### config.mk
export PLATFORM = sky130hd
export DESIGN_NAME = bits_req_sched
export DESIGN_NICKNAME = d
export VERILOG_FILES = /design/src/rtl/bits_req_sched.sv
export SDC_FILE = /design/constraint.sdc
export NUM_CORES = 1
export LEC_CHECK = 0
export CAP_MARGIN = 20
export CORE_ASPECT_RATIO = 0.9
export CORE_MARGIN = 4
export CORE_UTILIZATION = 25
export DETAILED_ROUTE_END_ITERATION = 7
export GPL_TIMING_DRIVEN = 0
export PLACE_DENSITY_LB_ADDON = 0.15
export SETUP_SLACK_MARGIN = 0.02
export SYNTH_ARGS = -nofsm -noshare
export SYNTH_HDL_FRONTEND = slang
export SYNTH_SLANG_ARGS = --single-unit
### constraint.sdc
create_clock -name clock -period 5.8 [get_ports clock]
set_input_delay 1.16 -clock clock [delete_from_list [all_inputs] [get_ports clock]]
set_output_delay 1.16 -clock clock [all_outputs]
set_load 0.01 [all_outputs]
### src/rtl/bits_req_sched.sv
// rtl/bits_req_sched.sv - bit buffer request sequencer between the word FIFO and the bit consumer
// Buffer is MSB-aligned: valid bits occupy buf_q[63 -: level_q], everything below is zero.
module bits_req_sched (
  input  logic        clock,
  input  logic        reset,
  input  logic        fifo_empty,
  output logic        fifo_pop,
  input  logic [31:0] fifo_data,
  input  logic        reqin,
  input  logic [3:0]  reqlen,
  output logic        pushout,
  output logic [3:0]  lenout,
  output logic [14:0] dataout,
  output logic        busy,
  output logic [6:0]  level
);

  localparam int BUFW   = 64;
  localparam int MAXREQ = 15;

  typedef enum logic {IDLE, PEND} state_t;

  state_t            state_q, state_d;
  logic [BUFW-1:0]   buf_q, buf_d;
  logic [6:0]        level_q, level_d;
  logic [3:0]        pend_len_q, pend_len_d;
  logic              pop_q, pop_d;
  logic              arrive_q, arrive_d;
  logic              pushout_q, pushout_d;
  logic [3:0]        lenout_q, lenout_d;
  logic [MAXREQ-1:0] dataout_q, dataout_d;
  logic              busy_q, busy_d;

  logic              serve;
  logic [3:0]        slen;
  logic [6:0]        lvl_after;
  logic [BUFW-1:0]   shifted;
  logic [MAXREQ-1:0] top_bits;

  always_comb begin
    state_d    = state_q;
    pend_len_d = pend_len_q;
    serve      = 1'b0;
    slen       = 4'd0;

    case (state_q)
      IDLE: begin
        if (reqin) begin
          if (level_q >= {3'b000, reqlen}) begin
            serve = 1'b1;
            slen  = reqlen;
          end else begin
            state_d    = PEND;
            pend_len_d = reqlen;
          end
        end
      end
      PEND: begin
        if (level_q >= {3'b000, pend_len_q}) begin
          serve   = 1'b1;
          slen    = pend_len_q;
          state_d = IDLE;
        end
      end
      default: state_d = IDLE;
    endcase

    busy_d    = (state_d == PEND);
    pushout_d = serve;
    top_bits  = buf_q[BUFW-1 -: MAXREQ];
    lenout_d  = serve ? slen : lenout_q;
    dataout_d = serve ? (top_bits >> (4'd15 - slen)) : dataout_q;

    // Serve works on the pre-append buffer; the arriving word lands just below what survives.
    shifted   = serve ? (buf_q << slen) : buf_q;
    lvl_after = level_q - (serve ? {3'b000, slen} : 7'd0);
    if (arrive_q) begin
      buf_d   = shifted | ({fifo_data, 32'h0} >> lvl_after);
      level_d = lvl_after + 7'd32;
    end else begin
      buf_d   = shifted;
      level_d = lvl_after;
    end

    // One fetch in flight covers both the pop cycle and the data-return cycle.
    pop_d    = (level_q <= 7'd32) && !fifo_empty && !pop_q && !arrive_q;
    arrive_d = pop_q;
  end

  always_ff @(posedge clock or negedge reset) begin
    if (!reset) begin
      state_q    <= IDLE;
      buf_q      <= '0;
      level_q    <= '0;
      pend_len_q <= '0;
      pop_q      <= 1'b0;
      arrive_q   <= 1'b0;
      pushout_q  <= 1'b0;
      lenout_q   <= '0;
      dataout_q  <= '0;
      busy_q     <= 1'b0;
    end else begin
      state_q    <= state_d;
      buf_q      <= buf_d;
      level_q    <= level_d;
      pend_len_q <= pend_len_d;
      pop_q      <= pop_d;
      arrive_q   <= arrive_d;
      pushout_q  <= pushout_d;
      lenout_q   <= lenout_d;
      dataout_q  <= dataout_d;
      busy_q     <= busy_d;
    end
  end

  assign fifo_pop = pop_q;
  assign pushout  = pushout_q;
  assign lenout   = lenout_q;
  assign dataout  = dataout_q;
  assign busy     = busy_q;
  assign level    = level_q;

endmodule

# Word level (Yosys, flattened, before mapping)
# Cells that the tools add are included.
dict set report totals {
  regBits 98
  input_bits 40
  word_cells 44
}
dict set report classes {
  add_sub_neg 3
  magnitude_cmp 3
  n_shift 3
  n_mux 16
  n_bitwise 3
  reduce_logical 7
}
# cell count
set op_table {}
lappend op_table {{$mux 64} 2}
lappend op_table {{$or 64x64->64} 1}
lappend op_table {{$shl 64x4->64} 1}
lappend op_table {{$shr 64x7->64} 1}
lappend op_table {{$mux 4} 4}
lappend op_table {{$shr 15x4->15} 1}
lappend op_table {{$ge 7x4->1} 2}
lappend op_table {{$pmux 4 s2} 1}
lappend op_table {{$add 7x6->7 const B} 1}
lappend op_table {{$le 7x6->1 const B} 1}
lappend op_table {{$mux 7} 1}
lappend op_table {{$sub 7x4->7} 1}
lappend op_table {{$mux 1} 6}
lappend op_table {{$pmux 1 s2} 2}
lappend op_table {{$sub 4x4->4 const A} 1}
lappend op_table {{$logic_and 1x1->1} 3}
lappend op_table {{$logic_not 1->1} 3}
lappend op_table {{$reduce_and 3->1} 1}
lappend op_table {{$not 1->1} 2}

# Longest topological paths before layout
dict set report depth {
  ltp_word 9
  mapped_depth 22
  ltp_nobuf 18
}

# Worst setup path after synthesis
# Ideal clock, no wire load.
dict set report synth_timing {
  path_type {input -> register}
  start {in reqlen[3]}
  end {reg buf_q[21]}
  t_arrival_ns 5.616
  required_ns 5.676
  setup_slack_ns 0.060
  path_stages 21
  cell_sequence {inv_1 -> ha_1 -> or4_4 -> and3_1 -> a21o_1 -> nor2_8 -> inv_2 -> buf_6 -> buf_2 -> buf_2 -> ha_1 -> fa_1 -> clkbuf_1 -> clkbuf_1 -> mux4_2 -> mux2i_1 -> mux2i_1 -> a22oi_1 -> o22ai_1 -> a21o_1 -> a211o_1}
}
dict set report synth_via {
  elab_chain_len 9
}
# element line
set synth_rtl {}
lappend synth_rtl {{from (decl)} 10} ;# input logic [3:0] reqlen,
lappend synth_rtl {{$ge 7x4->1} 49} ;# if (level_q >= {3'b000, reqlen}) begin
lappend synth_rtl {{$mux 4 / $mux 1 (equally long branches)} 49}
lappend synth_rtl {{$mux 4 / $mux 1 (equally long branches)} 48} ;# if (reqin) begin
lappend synth_rtl {{$pmux 4 s2 / $pmux 1 s2 (equally long branches)} 46} ;# case (state_q)
lappend synth_rtl {{$mux 4} 76} ;# lvl_after = level_q - (serve ? {3'b000, slen} : 7'd0);
lappend synth_rtl {{$sub 7x4->7} 76}
lappend synth_rtl {{$shr 64x7->64} 78} ;# buf_d = shifted | ({fifo_data, 32'h0} >> lvl_after);
lappend synth_rtl {{$or 64x64->64} 78}
lappend synth_rtl {{$mux 64 (*)} 77} ;# if (arrive_q) begin
lappend synth_rtl {{net buf_d[21]} 24} ;# logic [BUFW-1:0] buf_q, buf_d;
lappend synth_rtl {{to (signal assigned)} 104} ;# buf_q <= buf_d;
lappend synth_rtl {{to (decl)} 24}
# The timed path passes the listed nets; every way through them passes the cells marked *.
# A chain may end at the register's enable or synchronous reset.

# Worst setup path in the final report
dict set report layout_timing {
  start {in reqlen[3]}
  end {reg buf_q[30]}
}
# Same word-level chain as after synthesis.

==> metrics.md <==
| Metric | Value |
|---|---|
| Outcome | `complete, no violations` |
| Layout Cells excl Fill | `1,590` |
| Synth Flop Type | `dfrtp_1` |
| Pre-CTS setup slack | `-2430 ps` |
| Antenna violations before repair | `1` |
| Clock Sinks | `98` |
| Total global routing track utilization | `23.25%` |
| Hold-fix buffers at CTS | `0` |
| Area Growth Syn to Fin | `25.72%` |
| Die area | `39,460 um^2` |
| Final TNS setup | `0 ps` |
| Largest net degree at the start of global routing | `57` |
| Clk_skew | `11.96 ps` |
| Hold crit path type | `reg2reg` |
| Crit path kind | `in2reg` |
| Vias per std cell | `6.429` |
| Number of port buffers | `68` |
| Die Wd | `209.0 um` |
| H-tree depth | `3` |
| Final hold vios | `0` |
| Max-cap viol count | `0` |
| Worst skew pair latency | `370 ps` |
| Top Ports | `69` |
| Synth Area per Inst | `8.934 um^2` |
| Routed WL | `47,770 um` |
| Ranking of synthesized cells by area | `dfrtp_1 (27%), mux2i_1 (13%), mux4_2 (6.4%)` |
| CTS buffer count | `9` |
| Worst EP required | `6010 ps` |
| CP Launch Type | `primary input` |
| Hold Crit Depth | `0` |
| Via count | `10.22k` |
| 1st-iter DRT viols | `1,493` |
| CTS tree | `built` |
| Mapped Cells | `1,017` |
| Final setup margin | `216.3 ps` |
| FP Rows | `65` |
| Post-synthesis sequential area ratio | `26.99%` |
| Mapped Area | `9086 um^2` |
| Hold path endpoint | `arrive_q` |
| Min-delay src | `fifo_pop` |
| CP Data Arrival Time | `5790 ps` |
| Synthesized flop and latch total | `98` |
| Yosys top cell area share | `26.99%` |
| Nets | `1,170` |
| Mapped Nets | `1,071` |
| Critical path fanouts, max | `19` |
| Critical Path Sink Type | `flop` |
| Total gr overflow | `0` |
| Leading area contributor after synthesis | `dfrtp_1` |
| R2r worst-path depth | `18` |
| Root Buffer | `clkbuf_16` |
| Fillers | `3,802` |
| Worst-margin pin slew | `1207 ps` |
| Final setup fails | `0` |
| DP HPWL | `36,470 um` |
| Chip height | `188.9 um` |
| Initial core utilization | `25.62%` |
| Critical R2R Launch | `level[0]` |
| CORE AREA | `35,460 um^2` |
| Ys Warns | `0` |
| Final Wtd Congestion | `1.004` |
| Worst hold margin | `414.1 ps` |
| RSZ-0062 raised after global routing | `no` |
| Flop2flop setup slack | `680 ps` |
| Layout cell share with drive strength beyond 1 | `20.54%` |
| Fmax achieved | `0.1791 GHz` |
| Detail Route Antenna Nets | `0` |
| Post-synth ARST share | `100.0%` |
| WL per Instance | `30.04 um` |
| Reg2reg end | `buf_q[25]` |
| Worst-path clk slew | `80 ps` |
| Cells after DPL | `1,557` |
| Slew HR | `19.26%` |
| Max-slew violation count | `0` |
| DRC viols | `0` |
| Final cycle utilization of the critical path | `96.27%` |
| Unique cell type count in the Yosys netlist | `76` |
| First-pass GRT wire length | `69,350 um` |
| DRT Pass-1 Iters | `6` |
| Post-synth EDFFs | `0` |
| Clk buf depth | `2` |
| Vias in the first global route | `9,759` |
| Period minus WS final | `5584 ps` |
-- worst max-delay path, stage by stage --
cell           delay, ps
dlygate4sd2_1        270
inv_1                 60
ha_1                 190
or4_4                460
and3_1               210
a21o_4               220
nor2_8               120
inv_2                 70
buf_8                190
buf_6                190
ha_4                 170
fa_2                 380
nand2b_1             190
a21oi_4              280
xor2_4               280
inv_2                100
clkbuf_4             210
clkbuf_8             200
a31oi_1              130
o21ai_0              140
a32oi_1              340
o221ai_1             200
-- per-stage QoR --
step / util, % / instance area, um^2
after global routing: 32.21 / 11420
final: 32.22 / 11420
after global placement: 29.20 / 10350
after floorplan: - / 9086
after CTS: 31.51 / 11170
after detailed placement: 29.33 / 10400
-- layout make-up --
| cell class | count | area [um^2] | share of cell area [%] |
|---|---|---|---|
| Buffer | 81 | 467.9 | 4.096 |
| Inverter | 19 | 81.33 | 0.7119 |
| Clock inverter | 6 | 90.09 | 0.7886 |
| Tap cell | 469 | 586.8 | 5.137 |
| Sequential cell | 98 | 2452 | 21.47 |
| Timing Repair Buffer | 96 | 942.2 | 8.248 |
| Antenna cell | 1 | 2.502 | 0.02191 |
| Clock buffer | 9 | 225.2 | 1.972 |
| Multi-Input combinational cell | 811 | 6575 | 57.56 |
-- placed cells by master (no fill, tap or decap), drive strengths merged, types with 10 or more instances in the layout --
| cell | n |
|---|---|
| mux2i | 116 |
| nand2 | 113 |
| dfrtp | 98 |
| clkdlybuf4s50 | 64 |
| clkbuf | 63 |
| buf | 56 |
| nor2 | 51 |
| o21ai | 47 |
| a21oi | 44 |
| nand3 | 43 |
| o221ai | 34 |
| o22ai | 31 |
| mux2 | 30 |
| a221o | 27 |
| mux4 | 26 |
| a22oi | 23 |
| o211ai | 20 |
| inv | 20 |
| a221oi | 18 |
| and3 | 16 |
| a22o | 16 |
| ha | 13 |
| and2 | 12 |
| a211oi | 10 |
| nor3 | 10 |
-- worst max-delay path by stage --
stage,start,to,slack (ps)
after CTS,reqlen[2],buf_q[7],30
after global placement,reqlen[1],buf_q[21],-2970
final,reqlen[3],buf_q[30],220
after detailed placement,reqlen[1],buf_q[19],-2430
after floorplan,reqlen[3],buf_q[21],60
after global routing,reqlen[3],buf_q[30],70
-- cell usage after synthesis (4+ instances only) --
master and count:
a2111oi_0 4, a211o_1 8, a211oi_1 10, a21o_1 7
a21oi_1 44, a221o_1 27, a221oi_1 18, a22o_1 16
a22oi_1 23, a2bb2oi_1 8, a31oi_1 5, a32oi_1 8
and2_1 12, and3_1 15, buf_1 9, buf_2 13
clkbuf_1 62, dfrtp_1 98, ha_1 13, inv_1 15
mux2_2 29, mux2i_1 116, mux4_2 26, nand2_1 113
nand3_1 43, nor2_1 49, nor2b_1 5, nor3_1 10
nor4_1 4, o211ai_1 20, o21a_1 7, o21ai_0 47
o221ai_1 34, o22ai_1 31, o2bb2ai_1 5
-- cell families after synthesis --
| group | Yosys count | share of synthesized area [%] |
|---|---|---|
| AO/OA/AOI/OAI | 350 | 28.79 |
| AND/OR/NAND/NOR | 271 | 13.91 |
| multiplexers | 172 | 22.94 |
| buffers and inverters | 108 | 4.971 |
| flip-flops | 98 | 26.99 |
| adder cells (fa/ha/maj) | 14 | 2.011 |
| XOR/XNOR | 4 | 0.3856 |
-- registers in the layout (all words and copies together) (netlist names), 4 cells and up --
signal / flops
dataout: 15
level: 7
buf_q: 64
pend_len_q: 4
lenout: 4
-- routing by layer --
layer	routed length (um)	GRT usage [%]	vias to the layer above	share of wire, %
li1	-	-	4230	-
met1	20240	33.10	5103	42
met2	19590	33.00	744	41
met3	5340	6.030	145	11
met4	2601	10.41	0	5.4
met5	0	0	-	0
-- repair_timing --
item	CTS	global route
endpoints found under the setup margin	68	58
resized for setup	122	47
buffers inserted	14	10
gates cloned	0	1
pin swaps	10	10
Power is not shown: default switching activity piles up to over one toggle a cycle in this logic, so the estimate is an artifact.
